### src/rtl/lcd_text_display.sv
// HD44780 character-LCD driver: power-up init, then frame refresh from an
// internal ROWS x COLS character buffer, paced by an internal tick divider.
module lcd_text_display #(
  parameter int DIV           = 125000,
  parameter int POWERUP_TICKS = 8,
  parameter int ROWS          = 2,
  parameter int COLS          = 16,
  parameter int REFRESH_MODE  = 0,
  localparam int NCHAR        = ROWS * COLS,
  localparam int AW           = (NCHAR > 1) ? $clog2(NCHAR) : 1
) (
  input  logic          clk,
  input  logic          reset,
  input  logic          wr_en,
  input  logic [AW-1:0] wr_addr,
  input  logic [7:0]    wr_data,
  output logic          init_done,
  output logic          frame_done,
  output logic          busy,
  output logic          LCD_ON,
  output logic          LCD_RS,
  output logic          LCD_EN,
  output logic          LCD_RW,
  output logic [7:0]    LCD_DATA
);

  localparam int CW   = $clog2(DIV);
  localparam int PW   = (POWERUP_TICKS > 1) ? $clog2(POWERUP_TICKS) : 1;
  localparam int RW   = (ROWS > 1) ? $clog2(ROWS) : 1;
  localparam int COLW = (COLS > 1) ? $clog2(COLS) : 1;

  localparam logic [2:0] S_PWR  = 3'd0;
  localparam logic [2:0] S_INIT = 3'd1;
  localparam logic [2:0] S_ADDR = 3'd2;
  localparam logic [2:0] S_CHAR = 3'd3;
  localparam logic [2:0] S_IDLE = 3'd4;

  logic [CW-1:0]   cnt_reg;
  logic            tick;
  logic [2:0]      state_reg;
  logic            phase_reg;
  logic [PW-1:0]   pwr_cnt_reg;
  logic [1:0]      init_idx_reg;
  logic [RW-1:0]   row_reg;
  logic [COLW-1:0] col_reg;
  logic            rs_reg;
  logic            en_reg;
  logic [7:0]      data_reg;
  logic            lcd_on_reg;
  logic            init_done_reg;
  logic            frame_done_reg;
  logic            dirty_reg;
  logic            wr_ok;
  logic            last_row;
  logic            last_col;
  logic            start_frame;
  logic [7:0]      init_cmd;
  logic [7:0]      addr_cmd;
  logic [AW-1:0]   char_idx;
  logic [7:0]      cur_char;
  logic [7:0]      char_mem [NCHAR];

  assign tick = (cnt_reg == CW'(DIV - 1));

  always_ff @(posedge clk or posedge reset) begin
    if (reset)     cnt_reg <= '0;
    else if (tick) cnt_reg <= '0;
    else           cnt_reg <= cnt_reg + CW'(1);
  end

  // Registers rather than RAM: every byte must return to a space on reset.
  assign wr_ok = wr_en && (32'(wr_addr) < 32'(NCHAR));

  genvar gi;
  generate
    for (gi = 0; gi < NCHAR; gi++) begin : g_char
      always_ff @(posedge clk or posedge reset) begin
        if (reset)
          char_mem[gi] <= 8'h20;
        else if (wr_en && (wr_addr == AW'(gi)))
          char_mem[gi] <= wr_data;
      end
    end
  endgenerate

  assign last_row = (row_reg == RW'(ROWS - 1));
  assign last_col = (col_reg == COLW'(COLS - 1));
  assign char_idx = AW'(int'(row_reg) * COLS + int'(col_reg));
  assign cur_char = char_mem[char_idx];
  assign addr_cmd = 8'h80 | 8'((int'(row_reg) % 2) * 64 + (int'(row_reg) / 2) * COLS);

  always_comb begin
    init_cmd = 8'h38;
    case (init_idx_reg)
      2'd0:    init_cmd = 8'h38;
      2'd1:    init_cmd = 8'h0C;
      2'd2:    init_cmd = 8'h06;
      default: init_cmd = 8'h01;
    endcase
  end

  // Every transition into S_ADDR row 0 starts a frame and consumes the dirty flag.
  assign start_frame = tick && (
      (state_reg == S_INIT && phase_reg && init_idx_reg == 2'd3) ||
      (state_reg == S_CHAR && phase_reg && last_col && last_row &&
       (REFRESH_MODE == 0 || dirty_reg)) ||
      (state_reg == S_IDLE && dirty_reg));

  always_ff @(posedge clk or posedge reset) begin
    if (reset)            dirty_reg <= 1'b1;
    else if (wr_ok)       dirty_reg <= 1'b1;
    else if (start_frame) dirty_reg <= 1'b0;
  end

  always_ff @(posedge clk or posedge reset) begin
    if (reset) begin
      state_reg      <= S_PWR;
      phase_reg      <= 1'b0;
      pwr_cnt_reg    <= '0;
      init_idx_reg   <= 2'd0;
      row_reg        <= '0;
      col_reg        <= '0;
      rs_reg         <= 1'b0;
      en_reg         <= 1'b0;
      data_reg       <= 8'h00;
      lcd_on_reg     <= 1'b0;
      init_done_reg  <= 1'b0;
      frame_done_reg <= 1'b0;
    end else begin
      lcd_on_reg     <= 1'b1;
      frame_done_reg <= 1'b0;
      if (tick) begin
        case (state_reg)
          S_PWR: begin
            if (pwr_cnt_reg == PW'(POWERUP_TICKS - 1)) state_reg <= S_INIT;
            else pwr_cnt_reg <= pwr_cnt_reg + PW'(1);
          end
          S_INIT: begin
            if (!phase_reg) begin
              rs_reg    <= 1'b0;
              data_reg  <= init_cmd;
              en_reg    <= 1'b1;
              phase_reg <= 1'b1;
            end else begin
              en_reg    <= 1'b0;
              phase_reg <= 1'b0;
              if (init_idx_reg == 2'd3) begin
                init_done_reg <= 1'b1;
                state_reg     <= S_ADDR;
                row_reg       <= '0;
              end else begin
                init_idx_reg <= init_idx_reg + 2'd1;
              end
            end
          end
          S_ADDR: begin
            if (!phase_reg) begin
              rs_reg    <= 1'b0;
              data_reg  <= addr_cmd;
              en_reg    <= 1'b1;
              phase_reg <= 1'b1;
            end else begin
              en_reg    <= 1'b0;
              phase_reg <= 1'b0;
              state_reg <= S_CHAR;
              col_reg   <= '0;
            end
          end
          S_CHAR: begin
            if (!phase_reg) begin
              rs_reg    <= 1'b1;
              data_reg  <= cur_char;
              en_reg    <= 1'b1;
              phase_reg <= 1'b1;
            end else begin
              en_reg    <= 1'b0;
              phase_reg <= 1'b0;
              if (!last_col) begin
                col_reg <= col_reg + COLW'(1);
              end else if (!last_row) begin
                col_reg   <= '0;
                row_reg   <= row_reg + RW'(1);
                state_reg <= S_ADDR;
              end else begin
                col_reg        <= '0;
                row_reg        <= '0;
                frame_done_reg <= 1'b1;
                state_reg      <= start_frame ? S_ADDR : S_IDLE;
              end
            end
          end
          S_IDLE: begin
            en_reg <= 1'b0;
            if (dirty_reg) begin
              state_reg <= S_ADDR;
              row_reg   <= '0;
            end
          end
          default: state_reg <= S_PWR;
        endcase
      end
    end
  end

  assign init_done  = init_done_reg;
  assign frame_done = frame_done_reg;
  assign busy       = (state_reg != S_IDLE);
  assign LCD_ON     = lcd_on_reg;
  assign LCD_RS     = rs_reg;
  assign LCD_EN     = en_reg;
  assign LCD_RW     = 1'b0;
  assign LCD_DATA   = data_reg;

endmodule
### config.mk
export PLATFORM = sky130hd
export DESIGN_NAME = lcd_text_display
export DESIGN_NICKNAME = d
export VERILOG_FILES = /design/src/rtl/lcd_text_display.sv
export SDC_FILE = /design/constraint.sdc
export NUM_CORES = 1
export LEC_CHECK = 0
export BUFFER_PORTS_ARGS = -buffer_cell sky130_fd_sc_hd__buf_2
export CORE_UTILIZATION = 35
export DETAILED_ROUTE_END_ITERATION = 10
export SLEW_MARGIN = 10
export SYNTH_ARGS = -nofsm -noshare
export SYNTH_HDL_FRONTEND = slang
export SYNTH_SLANG_ARGS = --single-unit
### constraint.sdc
create_clock -name clk -period 10.6 [get_ports clk]
set_clock_uncertainty 0.15 [all_clocks]
set_input_delay 1.06 -clock clk [delete_from_list [all_inputs] [get_ports clk]]
set_output_delay 1.06 -clock clk [all_outputs]
set_load 0.1 [all_outputs]
==> out/results.tsv <==
metric	value	unit
Longest Clk Path Bufs	3	
number of antenna violations at the first check in global routing	4	
number of global-route vias before repair	8678	
Via density	5.34	
Buffers on Ports	29	
endpoint of the worst hold-timing path	pwr_cnt_reg[0]	
worst-skew pair later-pin latency	0.52	ns
root buffer cell	sky130_fd_sc_hd__clkbuf_16	
Setup Fix Bufs, Post-CTS	0	
Tcrit/Tclk final	0.318	
Critical Path Start Type	flop	
Die Area	40900	sq um
reg-to-reg slack, setup	7.23	ns
post-synthesis instance total	997	
Mapped Area	14000	sq um
Leakage Power	6.74	nW
hold buffer count at CTS	0	
Crit. End Element	flop	
Slew Limit Fails	0	
weighted congestion at the end of routability-driven global placement	0.853	
Max-Slew Margin vs Limit	0.337	
via count	8305	
final routed wire length divided by cell count	21.6	um
total number of yosys warnings	0	
Final TNS setup	0	ns
library cell occupying the most area in the post-synthesis netlist	sky130_fd_sc_hd__dfrtp_1	
worst flop-to-flop path endpoint	LCD_DATA[4]	
start point of the worst min-delay path	pwr_cnt_reg[0]	
share of post-route cells with drive strength above 1	0.458	
number of flip-flops in the largest register	256	
sequential area share after synthesis	0.539	
Starting Density	0.354	
number of antenna-violating nets in the routed design	0	
endpoints failing hold	0	
Power Density	189	nW/um^2
aggregate global-route resource usage	0.171	
total DRC errors in the routed layout	0	
Detailed Place HPWL	21000	um
actual slew at the worst max-slew pin	0.990	ns
maximum clock frequency	297	MHz
worst reg2reg path startpoint	col_reg[0]	
height of the chip	202	um
required time of the worst setup path	10.81	ns
share of Yosys cell area claimed by the top area cell type	0.477	
Core Box Area	39600	sq um
number of nets in the final layout	1030	
Setup CP Type	reg -> reg	
most used flip-flop cell after synthesis	sky130_fd_sc_hd__dfrtp_1	
final critical path time including I/O delays and setup	3.37	ns
most numerous cell in the Yosys netlist	sky130_fd_sc_hd__dfrtp_1	
Congestion Overflow GR	0	
unrepaired setup endpoints after global routing	false	
clock sink count	301	
most frequent cells after synthesis	268 x sky130_fd_sc_hd__dfrtp_1, 261 x sky130_fd_sc_hd__mux2_2, 62 x sky130_fd_sc_hd__mux4_2	
pin count of the biggest net entering global routing	101	
peak supply drop	0.138	mV
result of the run	finished, final reports clean	
TritonCTS clock tree	done	
Critical Path AT	3.58	ns
synthesized netlist net count	1022	
synthesis-stage register bit count	301	
total clock buffers created by CTS	34	
Netlist cell types	55	
kind of path behind the tightest hold check	reg -> reg	
number of maximum-capacitance constraint violations	0	
number of gates resized after cts	0	
total wirelength of the detailed-routed design	33600	um
EDFF count, synth	0	
number of top-level pins	31	
total power consumption of the routed design	0.00300	W
std cell rows	73	
deepest level of the CTS H-tree	2	
maximum fanout along the worst path	39	
first-pass iteration count of the detailed router	4	
synthesized area divided by synthesized cell count	14.1	sq um
ys async rst share	1.00	
top area cells in the synthesized netlist	sky130_fd_sc_hd__dfrtp_1 48%, sky130_fd_sc_hd__mux2_2 21%, sky130_fd_sc_hd__mux4_2 9.9%	
Synth-to-Final Area Change	12.9	%
wire length of the first global-routing pass	53400	um
width of the chip	202	um
worst hold path stage count	1	
Clk pin slew, worst setup/hold paths	0.06	ns
violation count after the first detailed-routing iteration	360	
path depth of the worst reg2reg path	6	
final setup fails	0	
-- per-layer routing --
layer / up-vias / track usage / wire, um
met5: - / 0 / 24
met4: 4 / 0.0389 / 517
met3: 41 / 0.0371 / 1660
met2: 164 / 0.268 / 15700
met1: 4412 / 0.241 / 15800
li1: 3684 / - / -
-- final cells by class --
cell class,count,area (sq um)
timing repair buffer,43,250
inverter,6,30.0
sequential,301,7580
fill,3715,23800
clock buffer,50,992
multi-input combinational,619,6180
clock inverter,11,165
tap,525,657
antenna,1,2.50
-- stage by stage --
step	instances	utilization	setup slack, ns	hold WS (ns)	area (sq um)
finish	1556	0.400	7.23	0.330	15900
global route	1555	0.400	7.01	0.353	15900
CTS	1555	0.400	7.22	0.332	15900
detailed placement	1494	0.371	6.86	0.322	14700
global placement	1494	0.371	6.88	0.313	14700
floorplan	997	-	1.13	0.298	14000
-- worst max path at each step --
stage,from,to,depth (start not counted)
after floorplan,reset,LCD_DATA[0],1
after global placement,reset,char_mem[244],4
after detailed placement,reset,char_mem[252],4
after CTS,col_reg[0],LCD_DATA[4],6
after global routing,col_reg[0],LCD_DATA[5],6
final,col_reg[0],LCD_DATA[4],6
-- report_power, final --
part           total, W  switching [W]  internal (W)
Combinational  0.000335       0.000126      0.000209
Clock           0.00122       0.000473      0.000749
Sequential      0.00145      0.0000896       0.00136
Total           0.00300       0.000689       0.00231
-- worst max-delay path, stage by stage (launching register included) --
cell	delay, ns
sky130_fd_sc_hd__dfrtp_4	0.72
sky130_fd_sc_hd__buf_4	0.68
sky130_fd_sc_hd__mux4_2	0.58
sky130_fd_sc_hd__nand2_1	0.08
sky130_fd_sc_hd__a21oi_1	0.07
sky130_fd_sc_hd__a2111oi_0	0.73
sky130_fd_sc_hd__a21oi_1	0.15
-- kinds of logic after synthesis --
kind of cell / share of synthesized area
simple gates: 0.0720
mux: 0.320
fa+ha+maj: 0.00802
compound gates: 0.0269
xor+xnor: 0.0112
flops: 0.539
buf+inv: 0.0217
other cells: 0.000535
-- layout by cell type, fill, tap and decap left out, types with 3 or more instances in the layout --
| cell type | count |
|---|---|
| sky130_fd_sc_hd__a2111oi_0 | 6 |
| sky130_fd_sc_hd__a21o_1 | 4 |
| sky130_fd_sc_hd__a21oi_1 | 16 |
| sky130_fd_sc_hd__and3_1 | 5 |
| sky130_fd_sc_hd__buf_2 | 29 |
| sky130_fd_sc_hd__buf_4 | 14 |
| sky130_fd_sc_hd__bufinv_16 | 4 |
| sky130_fd_sc_hd__clkbuf_1 | 9 |
| sky130_fd_sc_hd__clkbuf_16 | 35 |
| sky130_fd_sc_hd__clkbuf_8 | 6 |
| sky130_fd_sc_hd__clkinv_2 | 4 |
| sky130_fd_sc_hd__dfrtp_1 | 265 |
| sky130_fd_sc_hd__dfstp_2 | 33 |
| sky130_fd_sc_hd__ha_1 | 9 |
| sky130_fd_sc_hd__inv_1 | 4 |
| sky130_fd_sc_hd__mux2_2 | 261 |
| sky130_fd_sc_hd__mux2i_1 | 15 |
| sky130_fd_sc_hd__mux4_2 | 62 |
| sky130_fd_sc_hd__nand2_1 | 46 |
| sky130_fd_sc_hd__nand2b_1 | 11 |
| sky130_fd_sc_hd__nand3_1 | 25 |
| sky130_fd_sc_hd__nand4_1 | 8 |
| sky130_fd_sc_hd__nor2_1 | 46 |
| sky130_fd_sc_hd__nor2b_1 | 8 |
| sky130_fd_sc_hd__nor3_1 | 19 |
| sky130_fd_sc_hd__nor4_1 | 3 |
| sky130_fd_sc_hd__nor4_2 | 3 |
| sky130_fd_sc_hd__o21ai_0 | 6 |
| sky130_fd_sc_hd__o22ai_1 | 6 |
| sky130_fd_sc_hd__o31ai_1 | 3 |
| sky130_fd_sc_hd__o32ai_1 | 3 |
| sky130_fd_sc_hd__xnor2_1 | 7 |
| sky130_fd_sc_hd__xor2_1 | 11 |
(Power assumes the default switching activity.)
